$ cat src/rtl/fifo_wr_full_ctrl.sv
// fifo_wr_full_ctrl
// Write-domain control stage of the asynchronous FIFO. Synchronises the
// read-side Gray pointer into the write clock domain, gates write requests
// into the pointer counter's increment, and produces registered full, fill
// level and overflow flags.
//
// Optional feature macro: FIFO_ALMOST_FULL_EN
//   defined   -> almostFull port and its registered threshold compare exist
//   undefined -> almostFull port and logic are absent
//
// The only combinational output is inc; everything else is a flop output.
// All flops reset asynchronously on rst (active-high). The pointer counter
// shares rst, so after reset both sides restart from pointer 0.

module fifo_wr_full_ctrl #(
    parameter int ADDR_W      = 4,
    parameter int N           = ADDR_W + 1,
    parameter int SYNC_STAGES = 2,
    parameter int AF_TH       = 2**ADDR_W - 2
) (
    input  logic         clk,
    input  logic         rst,
    input  logic         wrReq,
    input  logic [N-1:0] wB,
    input  logic [N-1:0] wG,
    input  logic [N-1:0] wGNext,
    input  logic [N-1:0] rGAsync,
    output logic         inc,
    output logic         full,
`ifdef FIFO_ALMOST_FULL_EN
    output logic         almostFull,
`endif
    output logic [N-1:0] level,
    output logic         overflow,
    output logic [N-1:0] rGSync
);

    // Elaboration-time parameter legality checks.
    if (ADDR_W < 1) begin : g_bad_addr_w
        $error("fifo_wr_full_ctrl: ADDR_W must be >= 1");
    end
    if (N != ADDR_W + 1) begin : g_bad_n
        $error("fifo_wr_full_ctrl: N must equal ADDR_W+1");
    end
    if (SYNC_STAGES < 2) begin : g_bad_sync
        $error("fifo_wr_full_ctrl: SYNC_STAGES must be >= 2");
    end
    if (AF_TH < 1 || AF_TH > 2**ADDR_W) begin : g_bad_af_th
        $error("fifo_wr_full_ctrl: AF_TH must be in 1..2**ADDR_W");
    end

    logic [N-1:0] sync_q [SYNC_STAGES];
    logic [N-1:0] r_full_cmp;
    logic [N-1:0] r_bin;
    logic [N-1:0] g_eff;
    logic [N-1:0] b_eff;
    logic [N-1:0] level_next;
    logic         full_next;

    // Read-pointer synchroniser: rGAsync lands directly in stage 0 with no
    // logic in front so the first flop only ever sees a single-bit Gray change.
    always_ff @(posedge clk or posedge rst) begin
        if (rst) begin
            for (int s = 0; s < SYNC_STAGES; s++) begin
                sync_q[s] <= '0;
            end
        end else begin
            sync_q[0] <= rGAsync;
            for (int s = 1; s < SYNC_STAGES; s++) begin
                sync_q[s] <= sync_q[s-1];
            end
        end
    end

    assign rGSync = sync_q[SYNC_STAGES-1];

    // A write is only let through while the registered full flag is clear.
    assign inc = wrReq & ~full;

    // Pointer the counter will hold after this edge, in Gray and binary.
    assign g_eff = inc ? wGNext : wG;
    assign b_eff = wB + N'(inc);

    // Full pattern: the write pointer is one lap ahead of the read pointer,
    // i.e. the read Gray code with its two MSBs inverted.
    if (N == 2) begin : g_full_cmp_n2
        assign r_full_cmp = ~rGSync;
    end else begin : g_full_cmp_wide
        assign r_full_cmp = {~rGSync[N-1:N-2], rGSync[N-3:0]};
    end

    assign full_next = (g_eff == r_full_cmp);

    // Gray-to-binary of the synchronised read pointer: each binary bit is the
    // XOR of all Gray bits at and above it.
    always_comb begin
        r_bin = '0;
        for (int i = 0; i < N; i++) begin
            r_bin[i] = ^(rGSync >> i);
        end
    end

    // Modulo-2^N subtraction stays correct across pointer wrap.
    assign level_next = b_eff - r_bin;

    // Registered status flags; overflow flags a request refused by full.
    always_ff @(posedge clk or posedge rst) begin
        if (rst) begin
            full     <= 1'b0;
            level    <= '0;
            overflow <= 1'b0;
        end else begin
            full     <= full_next;
            level    <= level_next;
            overflow <= wrReq & full;
        end
    end

`ifdef FIFO_ALMOST_FULL_EN
    localparam logic [N-1:0] AF_TH_N = N'(AF_TH);

    // Almost-full threshold on the same next-level value that feeds level,
    // so it carries the same latency as full.
    always_ff @(posedge clk or posedge rst) begin
        if (rst) begin
            almostFull <= 1'b0;
        end else begin
            almostFull <= (level_next >= AF_TH_N);
        end
    end
`endif

endmodule
$ cat config.mk
export PLATFORM = sky130hd
export DESIGN_NAME = fifo_wr_full_ctrl
export DESIGN_NICKNAME = d
export VERILOG_FILES = /design/src/rtl/fifo_wr_full_ctrl.sv
export SDC_FILE = /design/constraint.sdc
export NUM_CORES = 1
export LEC_CHECK = 0
export ABC_CLOCK_PERIOD_IN_PS = 2800
export BUFFER_PORTS_ARGS = -buffer_cell sky130_fd_sc_hd__clkbuf_2
export CAP_MARGIN = 20
export CORE_MARGIN = 2
export CORE_UTILIZATION = 35
export DETAILED_ROUTE_END_ITERATION = 7
export HOLD_SLACK_MARGIN = 0.1
export PLACE_DENSITY = 0.64
export SYNTH_ARGS = -nofsm -noshare
export SYNTH_HDL_FRONTEND = slang
export SYNTH_SLANG_ARGS = --single-unit
export TNS_END_PERCENT = 100
$ cat constraint.sdc
create_clock -name clk -period 2.8 [get_ports clk]
set_clock_uncertainty 0.1 [all_clocks]
set_input_delay 0.14 -clock clk [delete_from_list [all_inputs] [get_ports clk]]
set_output_delay 0.14 -clock clk [all_outputs]
set_load 0.01 [all_outputs]
# Word-level counts from Yosys, hierarchy flattened
# Index checks and enable logic that the tools add are counted.
[classes]
n_addsub = 2
n_eq_ne = 1
mux = 1
bitwise_logic = 4
n_reduce_logical = 5
[ops]
columns = ["cell", "n"]
rows = [
  ["5-bit XOR reduction", 5],
  ["5-bit by 1-bit adder with 5-bit output", 1],
  ["5-bit == test", 1],
  ["5-bit two-way mux", 1],
  ["5-bit subtractor", 1],
  ["1-bit bitwise AND", 2],
  ["2-bit NOT", 1],
  ["1-bit NOT", 1],
]
[totals]
reg_bits = 17
inputBits = 23
output_inout_bits = 13
wordCells = 18

# Longest topological paths before layout
# Gate-level depths: netlist of run 1.
[logic_depth]
ltp_word = 4
ltp_mapped = 13
mapped_depth_nobuf = 13

# Worst setup path before layout of run 1
# No wires, ideal clock.
[synth_timing]
path_kind = "flip-flop to flip-flop"
start = "register sync_q (netlist bit rGSync[3])"
end = "register level[4]"
setup_time_ns = 0.124
t_arrival_ns = 2.349
required_time_ns = 2.576
setup_slack_ns = 0.227
stages_incl_launch_ff = 14
path_buffers = 0
period_less_slack_ns = 2.573
cell_sequence = "dfrtp_1 > xnor2_2 > xor2_2 > xor2_2 > xnor2_1 > ha_1 > inv_1 > ha_1 > inv_1 > fa_1 > inv_1 > a21o_1 > a21oi_1 > xnor2_1"
[synth_between]
elab_chain_len = 2
elab_cells_between_ends = 5
classes_between = "add/sub: 1; reduce/logical: 4"
[synth_rtl]
columns = ["element", "line", "rtl"]
rows = [
  ["from (decl)", "52", "logic [N-1:0] sync_q [SYNC_STAGES];"],
  ["from (signal, indexed assignment)", "70", "sync_q[s] <= sync_q[s-1];"],
  ["5-bit XOR reduction", "99", "r_bin[i] = ^(rGSync >> i);"],
  ["5-bit subtractor *", "104", "assign level_next = b_eff - r_bin;"],
  ["named net level_next[4]", "57", "logic [N-1:0] level_next;"],
  ["to (signal assigned)", "114", "level <= level_next;"],
  ["to (decl)", "33", "output logic [N-1:0] level,"],
]
# Mark *: on every way through the listed nets, which the timed path passes. The rest lies on a longest branch.

# Worst setup path in the final report of run 1
[layout_timing]
start = "register sync_q (netlist bit rGSync[4])"
end = "register level[4]"
# The elaborated chain is that of the path after synthesis.

==> results of run 1 <==
flip-flops by register name (all words and copies together) (netlist names):
signal,flops
rGSync,5
full,1
sync_q,5
overflow,1
level,5
stage by stage:
step	std cells	area [um2]	worst slack, ns	total power [mW]
3_5_place_dp	134	1080	0.0549	0.537
4_1_cts	146	1190	0.0431	0.671
3_3_place_gp	134	1080	0.120	0.528
6_report	148	1220	0.176	0.670
5_1_grt	148	1220	0.0194	0.722
2_1_floorplan	73	900	0.227	0.461
cell usage after synthesis (all sizes together):
cell / number / area (um2)
dfrtp: 17 / 425
ha: 8 / 100
inv: 8 / 30.0
xnor2: 8 / 77.6
buf: 5 / 37.5
a21oi: 4 / 20.0
mux2i: 4 / 40.0
xor2: 4 / 50.1
nand2b: 3 / 26.3
a21o: 2 / 15.0
nand2: 2 / 7.51
or2b: 2 / 15.0
a211oi: 1 / 7.51
and2: 1 / 6.26
and3b: 1 / 8.76
fa: 1 / 20.0
nor4: 1 / 6.26
o22ai: 1 / 6.26
area by class of cell:
class | instances | share of cell area, %
tap | 30 | 3.08
multi-input combinational | 43 | 34.5
clock buffer | 4 | 2.15
sequential | 17 | 35.1
timing repair buffer | 46 | 22.8
inverter | 8 | 2.46
repair_timing:
item | CTS | global route
endpoints found under the setup margin | 0 | 1
setup buffers | 0 | 2
hold buffers | 8 | 0
endpoints found under the hold margin | 24 | 0
gates resized for setup | 0 | 4
final timing paths:
path | from | endpoint | slack [ns] | cells past startpoint
max reg2reg | rGSync[4] | level[4] | 0.18 | 13
min reg2reg | sync_q[8] | rGSync[3] | 0.25 | 0
max in group asynchronous | rst | rGSync[3] | 1.81 | 3
max | rGSync[4] | level[4] | 0.18 | 13
min | wG[4] | full | 0.13 | 4
min in group asynchronous | rst | sync_q[5] | 0.35 | 3
kinds of logic (layout without fill, tap and decap cells):
logic type,after synthesis,after routing,share of synthesized area (%)
buf+inv,13,58,7.51
fa+ha+maj,9,9,13.4
simple gates,10,10,7.79
compound gates,8,8,5.42
mux,4,4,4.45
flops,17,17,47.3
xor+xnor,12,12,14.2
power by group:
part	switching, mW	internal [mW]
registers	0.0147	0.288
logic	0.117	0.126
clock network	0.0696	0.0553
total	0.201	0.469
worst min-delay path, cell delays in order:
cell	delay, ns
sky130_fd_sc_hd__clkbuf_2	0.07
sky130_fd_sc_hd__mux2i_1	0.07
sky130_fd_sc_hd__xor2_1	0.13
sky130_fd_sc_hd__nor4_1	0.06
per-layer routing:
metal / track usage, % / share of wire [%] / vias up
met3: 3.28 / 6.6 / 2
met4: 5.00 / 1.2 / 0
met2: 20.6 / 49 / 26
li1: - / - / 319
met1: 14.0 / 43 / 290
met5: 0 / 0 / -
==> metrics.sh, run 1 <==
GRT_PASS1_VIAS=624
FMAXACHIEVABLE_MHz=381
MINIMUM_HOLD_SLACK_NS=0.130
TRITONCTS='done'
YS_FF_LATCH=17
P_PER_AREA_nW_PER_UM2=549
POSTROUTEANTENNANETS=0
IO-PIN-COUNT=36
WL_UM=1540
FIRST_ITER_VIOLATIONS=5
PATH_MAX_FANOUT=2
CRITICAL_PATH_CELL_WITH_THE_HIGHEST_STAGE_DELAY='sky130_fd_sc_hd__dfrtp_2'
FLOW.AREA_GROWTH_FROM_SYNTHESIS_PCT=35.6
DRT-WIRELENGTH-PER-CELL_UM=10.4
WORSTSETUPENDPOINTTYPE='register'
CRITPATHLAUNCHTYPE='register'
TIMING.SLEW.HEADROOM_PCT=58.3
WORST_EP_ARRIVAL_TIME_NS=2.70
SYN_NETS=105
GRT_FIRST_PASS_WIRELENGTH_UM=2460
CLKLATENCYLATEPIN_NS=0.28
WORST_EP_REQUIRED_TIME_NS=2.88
SETUP.WORST_PATH.CLASS='reg2reg'
DESIGN.FINAL.NETS=151
FLOORPLAN.CORE_AREA_UM2=2450
DETAILROUTE.VIA_COUNT=637
GLOBAL_ROUTING_USAGE_SUMMED_ACROSS_ALL_ROUTING_LAYERS_PCT=12.0
AREA.SEQUENTIAL_UM2=428
GP_ROUTABILITY_CONGESTION=0.804
TIMING.CRITICAL_PATH.SLOWEST_CELL_DELAY_NS=0.45
LAYOUT_COMMON_CELLS='sky130_fd_sc_hd__clkbuf_2, sky130_fd_sc_hd__dfrtp_1, sky130_fd_sc_hd__ha_1, sky130_fd_sc_hd__dlygate4sd3_1'
WORSTPATHBUFFERINVERTERCOUNT=3
FLOORPLAN.INITIALDENSITY_PCT=36.6
TIMING.FINAL.CRIT_SHARE_PCT=93.7
LAYOUT.CELLS.MOST_COMMON='sky130_fd_sc_hd__clkbuf_2'
GRT_ANTENNA_BEFORE_REPAIR=0
FIN_CRIT_NS=2.62
MAXCAPVIOLATIONS=0
RESULT_OF_THE_RUN='complete, no violations'
TIMING_WORST_SLEW_PIN_VALUE_NS=0.625
DIE_Y_UM=54.7
DPL.HPWL_UM=1280
CRITICAL-PATH-TOP-CELL-BY-COUNT='sky130_fd_sc_hd__inv_1'
HOLD_PATH_CLASS='in2reg'
LEAKAGEPOWER_nW=0.637
MAXSLEWVIOLCOUNT=0
PLACEMENT_ROWS=18
VIAS_PER_CELL=4.30
YS_SEQ_AREA_SHARE_PCT=47.3
YS_TYPES=22
NUMBER_OF_WARNINGS_ISSUED_BY_YOSYS=0
SYNTHESIS.AREA_UM2=900
GRT_OVERFLOW=0
MAX-CLOCK-PATH-BUFFERS=2
POST_SYNTH.CELL_AREA_AVG_UM2=12.3
POST-ROUTE-DRC-COUNT=0
GRT_SETUP_UNREPAIRED='false'
CTS_BUFFERS=3
CLOCK_SINK_COUNT=17
FINISH.UTILIZATION_PCT=49.7
FOOTPRINT_OF_THE_MULTI_INPUT_GATES_UM2=420
IR_DROP_uV=314
FINAL_LAYOUT_SIZE_SUFFIX_GT1_SHARE_PCT=41.5
DIEAREA_UM2=2990
FINALSETUPTNS_NS=0
SETUP_VIOL=0
SYN_INST=73
CLK_ROOT_BUFFER_CELL='sky130_fd_sc_hd__clkbuf_4'
LARGEST_NET_DEGREE_AT_THE_START_OF_GLOBAL_ROUTING=18
DIE_WIDTH_UM=54.7
DETAIL_ROUTE.FIRST_PASS.ITERATIONS=2
NUMPORTBUFFERS=35
FINAL-HOLD-VIOLATION-COUNT=0
NUM-FILL-CELLS=232
WORST_SETUP_HOLD_PATH_CLK_SLEW_NS=0.09
CTS.HTREE.LEVELS=1
NUM_ANTENNA_CELLS=0
CPLARGESTDELAYFAMILY='XOR/XNOR gates'
CP_CELL_SEQUENCE='xnor2_4 -> xor2_2 -> xor2_2 -> xnor2_1 -> ha_1 -> inv_1 -> ha_1 -> inv_1 -> fa_2 -> inv_1 -> a21o_1 -> a21oi_1 -> xnor2_1'
No activity file was read; power rests on OpenSTA's default activity.
==> run 2: changes to the inputs <==
- GPL_TIMING_DRIVEN: unset -> 0
==> run 2 against run 1 <==
Largest cell class is now multi-input combinational cells. Via count is 5.0% higher. Highest routed layer unchanged. Flip-flop and latch count stayed put. Setup slack worse by 0.0090 ns. Cell area is 5.3% higher. Final cell count is 4.7% higher.
==> metrics.sh, run 2 (synthesis gave the netlist of run 1 again) <==
GLOBAL_ROUTING_USAGE_SUMMED_ACROSS_ALL_ROUTING_LAYERS_PCT=13.5  # +1.5 points
CRITICAL_PATH_ENDPOINT='level[4]'
P_PER_AREA_nW_PER_UM2=540  # -1.7%
FLOORPLAN.INITIALDENSITY_PCT=36.6  # unchanged
WORSTREG2REGSTART='rGSync[3]'
WORSTREGTOREGCELLS=13  # unchanged
FIRST_ITER_VIOLATIONS=3  # -2
LAYOUT_SETUP_WS_NS=0.167  # -0.00903 ns
CLK_ROOT_BUFFER_CELL='sky130_fd_sc_hd__clkbuf_4'
SETUP_VIOL=0  # unchanged
MAXCAPVIOLATIONS=0  # unchanged
DESIGN.FINAL.NETS=158  # +4.6%
DETAILROUTE.VIA_COUNT=669  # +5.0%
FLOORPLAN.CORE_AREA_UM2=2450  # unchanged
MAX-CLOCK-PATH-BUFFERS=2  # unchanged
FMAXACHIEVABLE_MHz=380  # -0.34%
FIN_CRIT_NS=2.63  # +0.00903 ns
HOLD_PATH_CLASS='in2reg'
DRT-WIRELENGTH-PER-CELL_UM=10.7  # +3.0%
TIMING.FINAL.CRIT_SHARE_PCT=94.0  # +0.32 points
CP_CELL_SEQUENCE='xnor2_4 -> xor2_2 -> xor2_2 -> xnor2_1 -> ha_1 -> inv_1 -> ha_4 -> inv_2 -> fa_2 -> inv_2 -> a21o_1 -> a21oi_1 -> xnor2_1'
FINALSETUPTNS_NS=0  # unchanged
WORST_EP_REQUIRED_TIME_NS=2.88  # about the same
WORST_SETUP_HOLD_PATH_CLK_SLEW_NS=0.10  # about the same
DIEAREA_UM2=2990  # unchanged
HP-START='wG[4]'
DETAIL_ROUTE.FIRST_PASS.ITERATIONS=2  # unchanged
CRITPATHLAUNCHTYPE='register'
POST-ROUTE-DRC-COUNT=0  # unchanged
MAXSLEWVIOLCOUNT=0  # unchanged
RESULT_OF_THE_RUN='complete, no violations'
FLOW.AREA_GROWTH_FROM_SYNTHESIS_PCT=42.8
PATH_MAX_FANOUT=3  # +1
DPL_CELL_AREA_UM2=1110  # +2.8%
IR_DROP_uV=348  # +11%
GRT_OVERFLOW=0  # unchanged
GRT_FIRST_PASS_WIRELENGTH_UM=2800  # +14%
CRITICAL_PATH_CELL_WITH_THE_HIGHEST_STAGE_DELAY='sky130_fd_sc_hd__dfrtp_2'
DIE_WIDTH_UM=54.7  # unchanged
TIMING.SLEW.HEADROOM_PCT=58.1  # -0.24 points
NUMPORTBUFFERS=35  # unchanged
GP_ROUTABILITY_CONGESTION=0.760  # -5.4%
TIMING.CRITICAL_PATH.SLOWEST_CELL_DELAY_NS=0.46  # about the same
WORSTSETUPENDPOINTTYPE='register'
NUM_ANTENNA_CELLS=0  # unchanged
DIE_Y_UM=54.7  # unchanged
FINAL_LAYOUT_SIZE_SUFFIX_GT1_SHARE_PCT=47.2  # +5.7 points
WORST_EP_ARRIVAL_TIME_NS=2.71  # about the same
WORSTREG2REGEND='level[4]'
WL_UM=1660  # +7.8%
SETUP.WORST_PATH.CLASS='reg2reg'
GRT_SETUP_UNREPAIRED='false'
TOTALPOWERFINAL_uW=694  # +3.5%
LAYOUT.CELLS.MOST_COMMON='sky130_fd_sc_hd__clkbuf_2'
LARGEST_NET_DEGREE_AT_THE_START_OF_GLOBAL_ROUTING=18  # unchanged
DPL.HPWL_UM=1260  # -2.0%
FINAL-HOLD-VIOLATION-COUNT=0  # unchanged
DESIGN_AREA_UM2=1280  # +5.3%
CRIT_PATH_START='rGSync[3]'
PLACEMENT_ROWS=18  # unchanged
VIAS_PER_CELL=4.32  # +0.28%
CTS.HTREE.LEVELS=1  # unchanged
GRT_PASS1_VIAS=695  # +11%
SETUP.REG_TO_REG.WORST_SLACK_NS=0.17  # about the same
TRITONCTS='done'
IO-PIN-COUNT=36  # unchanged
CLOCK_SINK_COUNT=17  # unchanged
TIMING_WORST_SLEW_PIN_VALUE_NS=0.628  # +0.00354 ns
CLKLATENCYLATEPIN_NS=0.28  # about the same
POSTROUTEANTENNANETS=0  # unchanged
LAYOUT_COMMON_CELLS='sky130_fd_sc_hd__clkbuf_2, sky130_fd_sc_hd__dfrtp_1, sky130_fd_sc_hd__buf_4, sky130_fd_sc_hd__dlygate4sd3_1'
GRT_ANTENNA_BEFORE_REPAIR=0  # unchanged
DETAILEDPLACE.WORSTSLACK_NS=0.0315  # -0.0233 ns
LEAKAGEPOWER_nW=0.669  # +5.1%
CTS_BUFFERS=3  # unchanged
## run 2: changes by cell type in the layout (fill, tap and decap cells not counted), sizes merged
cell,before,now
buf,3,10
## run 2: layer usage
layer	GRT usage [%]	vias to the layer above	wire length [um]
met1	14.6	307	634
met4	6.67	0	12
met5	0	-	0
li1	-	334	-
met2	24.0	26	906
met3	3.83	2	111
## run 2: final cells by class
class | count | area (um2)
multi-input cells | 43 | 433
well taps | 30 | 37.5
clock buffers | 4 | 26.3
plain buffers | 5 | 37.5
flip-flops and latches | 17 | 428
fillers | 226 | 1170
inverters | 8 | 30.0
repair buffers | 48 | 293
## run 2: how the worst min path moves through the flow
stage | to | slack (ns) | cells past startpoint
global route | full | 0.13 | 4
global placement | sync_q[7] | 0.14 | 2
detailed placement | sync_q[7] | 0.14 | 2
finish | full | 0.11 | 4
floorplan | full | -0.03 | 1
CTS | full | 0.12 | 4
## run 2: through the flow
step / util (%) / hold WS (ns) / cells
after floorplan: - / -0.0339 / 73
after global placement: 45.3 / 0.137 / 138
after detailed placement: 45.3 / 0.144 / 138
after CTS: 50.6 / 0.120 / 153
after global routing: 52.3 / 0.132 / 155
final: 52.3 / 0.115 / 155
## run 2: what timing repair did
| action | 4_1_cts | 5_1_grt |
|---|---|---|
| setup endpoints to repair | 1 | 1 |
| resized for setup | 1 | 7 |
| pin swaps | 2 | 4 |
| setup buffers | 3 | 2 |
| endpoints found under the hold margin | 24 | 0 |
| hold buffers | 8 | 0 |
## run 2: power breakdown
| group | internal (mW) | total (mW) | switching [mW] |
|---|---|---|---|
| clock | 0.0552 | 0.131 | 0.0754 |
| combinational | 0.138 | 0.261 | 0.123 |
| sequential | 0.288 | 0.302 | 0.0142 |
## run 2: critical path: cells and delay by family (launching register included)
kind | cells | cell delay [ns]
adder cells (fa/ha/maj) | 3 | 0.73
XOR/XNOR | 5 | 0.87
AO/OA/AOI/OAI | 2 | 0.17
flip-flops | 1 | 0.46
buffers and inverters | 3 | 0.18
==> run 3: changes to the inputs <==
- ABC_CLOCK_PERIOD_IN_PS: 2800 -> 3200
- CELL_PAD_IN_SITES_DETAIL_PLACEMENT: unset -> 2
- CELL_PAD_IN_SITES_GLOBAL_PLACEMENT: unset -> 2
- CORE_UTILIZATION: 35 -> 31
- PLACE_DENSITY: 0.64 -> 0.83
- clock period: 2.8 -> 3.2 ns (I/O delays scaled with it)
==> run 3 against run 2 <==
Sequential power fell by 12%. Power fell by 13%. Largest cell class is now sequential cells. Non-clock buffer count shrank 5. Die area rose by 12%. Critical endpoint unchanged.
==> metrics.sh, run 3 (synthesis gave the netlist of run 1 again) <==
RESULT_OF_THE_RUN='complete, no violations'
GRT_SETUP_UNREPAIRED='false'
POWER_FRAC_COMB_PCT=36.3  # -1.3 points
POST_CTS_BUFFERS=0  # -3
CLOCK_POWER_SHARE_PCT=19.5  # +0.7 points
GRT_ANTENNA_BEFORE_REPAIR=0  # unchanged
FMAXACHIEVABLE_MHz=349  # -8.1%
CRITPATHLAUNCHTYPE='register'
FINAL_CELLS=151  # -2.6%
DETAILEDPLACE.WORSTSLACK_NS=0.322  # +0.291 ns
IR_DROP_uV=305  # -12%
GRT_OVERFLOW=0  # unchanged
VIAS_PER_CELL=4.48  # +3.9%
FINAL_LAYOUT_SIZE_SUFFIX_GT1_SHARE_PCT=40.0  # -7.2 points
DETAIL_ROUTE.FIRST_PASS.ITERATIONS=2  # unchanged
CTS.HTREE.LEVELS=1  # unchanged
P_SW_SHARE_PCT=32.2  # +1.5 points
WORST_SETUP_HOLD_PATH_CLK_SLEW_NS=0.10  # about the same
CLOCK_SINK_COUNT=17  # unchanged
FINALSETUPTNS_NS=0  # unchanged
LAYOUT.CELLS.MOST_COMMON='sky130_fd_sc_hd__clkbuf_2'
GRT_FIRST_PASS_WIRELENGTH_UM=3770  # +35%
LAYOUT_SETUP_WS_NS=0.336  # +0.169 ns
TRITONCTS='done'
POST-ROUTE-DRC-COUNT=0  # unchanged
CTS_BUFFERS=3  # unchanged
DPL.HPWL_UM=1670  # +33%
HOLD_PATH_CLASS='in2reg'
TIMING.SLEW.HEADROOM_PCT=56.5  # -1.6 points
DIE_WIDTH_UM=57.9  # +5.8%
NUMPORTBUFFERS=35  # unchanged
LARGEST_NET_DEGREE_AT_THE_START_OF_GLOBAL_ROUTING=18  # unchanged
WORST_EP_ARRIVAL_TIME_NS=2.98  # +0.27 ns
PLACED_CELLS_INCL_TAPS=139  # +0.72%
WORSTSETUPENDPOINTTYPE='register'
MAXSLEWVIOLCOUNT=0  # unchanged
POSTROUTEANTENNANETS=0  # unchanged
DIE_Y_UM=57.9  # +5.8%
WORST_EP_REQUIRED_TIME_NS=3.32  # +0.44 ns
CTS.HOLD.BUFFERS_ADDED=8  # unchanged
P_PER_AREA_nW_PER_UM2=494  # -8.5%
FIRST_ITER_VIOLATIONS=3  # unchanged
CRITICAL_PATH_CELL_WITH_THE_HIGHEST_STAGE_DELAY='sky130_fd_sc_hd__dfrtp_1'
NUM-FILL-CELLS=284  # +26%
PLACEMENT_ROWS=19  # +1
TOTALPOWERFINAL_uW=602  # -13%
DIEAREA_UM2=3350  # +12%
FIN_CRIT_NS=2.86  # +0.231 ns
FINAL-HOLD-VIOLATION-COUNT=0  # unchanged
LAYOUT_COMMON_CELLS='sky130_fd_sc_hd__clkbuf_2, sky130_fd_sc_hd__dfrtp_1, sky130_fd_sc_hd__ha_1, sky130_fd_sc_hd__dlygate4sd3_1'
DETAILROUTE.VIA_COUNT=677  # +1.2%
FLOORPLAN.CORE_AREA_UM2=2760  # +12%
LEAKAGEPOWER_nW=0.648  # -3.2%
TIMING.FINAL.CRIT_SHARE_PCT=89.5  # -4.5 points
CRITICAL-PATH-TOP-CELL-BY-COUNT='sky130_fd_sc_hd__inv_1'
CLKLATENCYLATEPIN_NS=0.29  # about the same
PATH_MAX_FANOUT=6  # +3
INTPOWER_uW=408  # -15%
CP_CELL_SEQUENCE='xnor2_2 -> xor2_2 -> xor2_2 -> xnor2_1 -> ha_1 -> inv_1 -> ha_1 -> inv_1 -> fa_1 -> inv_1 -> a21o_1 -> a21oi_1 -> xnor2_1'
MAX-CLOCK-PATH-BUFFERS=2  # unchanged
MINIMUM_HOLD_SLACK_NS=0.127  # +0.0122 ns
FLOORPLAN.INITIALDENSITY_PCT=32.6  # -4.0 points
DESIGN.FINAL.NETS=153  # -3.2%
TIMING_WORST_SLEW_PIN_VALUE_NS=0.652  # +0.0242 ns
SEQUENTIALPOWERSHARE_PCT=44.3  # +0.8 points
WL_UM=2090  # +25%
GLOBAL_ROUTING_USAGE_SUMMED_ACROSS_ALL_ROUTING_LAYERS_PCT=15.3  # +1.7 points
FLOW.AREA_GROWTH_FROM_SYNTHESIS_PCT=35.6
POSTCTSRESIZEDCELLS=0  # -1
GRT_PASS1_VIAS=853  # +23%
MAXCAPVIOLATIONS=0  # unchanged
IO-PIN-COUNT=36  # unchanged
TIMING.CRITICAL_PATH.SLOWEST_CELL_DELAY_NS=0.46  # about the same
DRT-WIRELENGTH-PER-CELL_UM=13.8  # +29%
SETUP.WORST_PATH.CLASS='reg2reg'
NUM_ANTENNA_CELLS=0  # unchanged
GP_ROUTABILITY_CONGESTION=0.712  # -6.3%
SETUP_VIOL=0  # unchanged
CLK_ROOT_BUFFER_CELL='sky130_fd_sc_hd__clkbuf_4'
POWER.NET_SWITCHING_uW=194  # -8.9%
run 3: changes by cell type in the layout (fill, tap and decap cells not counted), moves of 2 or more:
cell | before | now
sky130_fd_sc_hd__buf_4 | 10 | 5
sky130_fd_sc_hd__dfrtp_1 | 15 | 17
sky130_fd_sc_hd__dfrtp_2 | 2 | 0
sky130_fd_sc_hd__inv_1 | 5 | 7
sky130_fd_sc_hd__inv_2 | 3 | 1
run 3: layout make-up:
class	count	area (um2)	area share [%]
sequential	17	425	34.9
buffer	5	37.5	3.08
inverter	8	30.0	2.46
clock buffer	4	26.3	2.15
timing repair buffer	43	255	20.9
multi-input combinational	43	407	33.3
tap	31	38.8	3.18
run 3: per-stage QoR:
step                      util, %  cell area [um2]
after CTS                    44.2             1220
after floorplan                 -              900
final                        44.2             1220
after global placement       40.4             1110
after global routing         44.2             1220
after detailed placement     40.4             1110
run 3: per-layer routing:
layer	GRT usage (%)	up-vias	part of all wire, %
li1	-	329	-
met1	17.7	320	40
met2	27.3	24	53
met3	3.35	4	5.6
met4	5.98	0	1.6
met5	0	-	0
run 3: path summary, 6_finish.rpt:
path	cells after the start	slack [ns]	endpoint	startpoint
worst max-delay path	13	0.34	level[4]	rGSync[3]
worst min-delay path	4	0.13	full	wG[0]
worst max register to register	13	0.34	level[4]	rGSync[3]
worst min register to register	0	0.26	rGSync[1]	sync_q[6]
max in group asynchronous	3	2.21	level[2]	rst
min in group asynchronous	3	0.38	full	rst
run 3: power groups by stage:
stage / logic (mW) / registers [mW] / clock network, mW
after floorplan: 0.117 / 0.286 / 0
after global placement: 0.200 / 0.270 / 0
after detailed placement: 0.215 / 0.272 / 0
after CTS: 0.225 / 0.267 / 0.124
after global routing: 0.252 / 0.272 / 0.133
final: 0.219 / 0.267 / 0.117
run 3: worst max-delay path: cells and delay by family, from the launching register on:
family                   cells  cell delay, ns
adder cells (fa/ha/maj)      3            0.84
AO/OA/AOI/OAI                2            0.18
XOR/XNOR                     5            1.01
flip-flops                   1            0.46
buffers and inverters        3            0.20
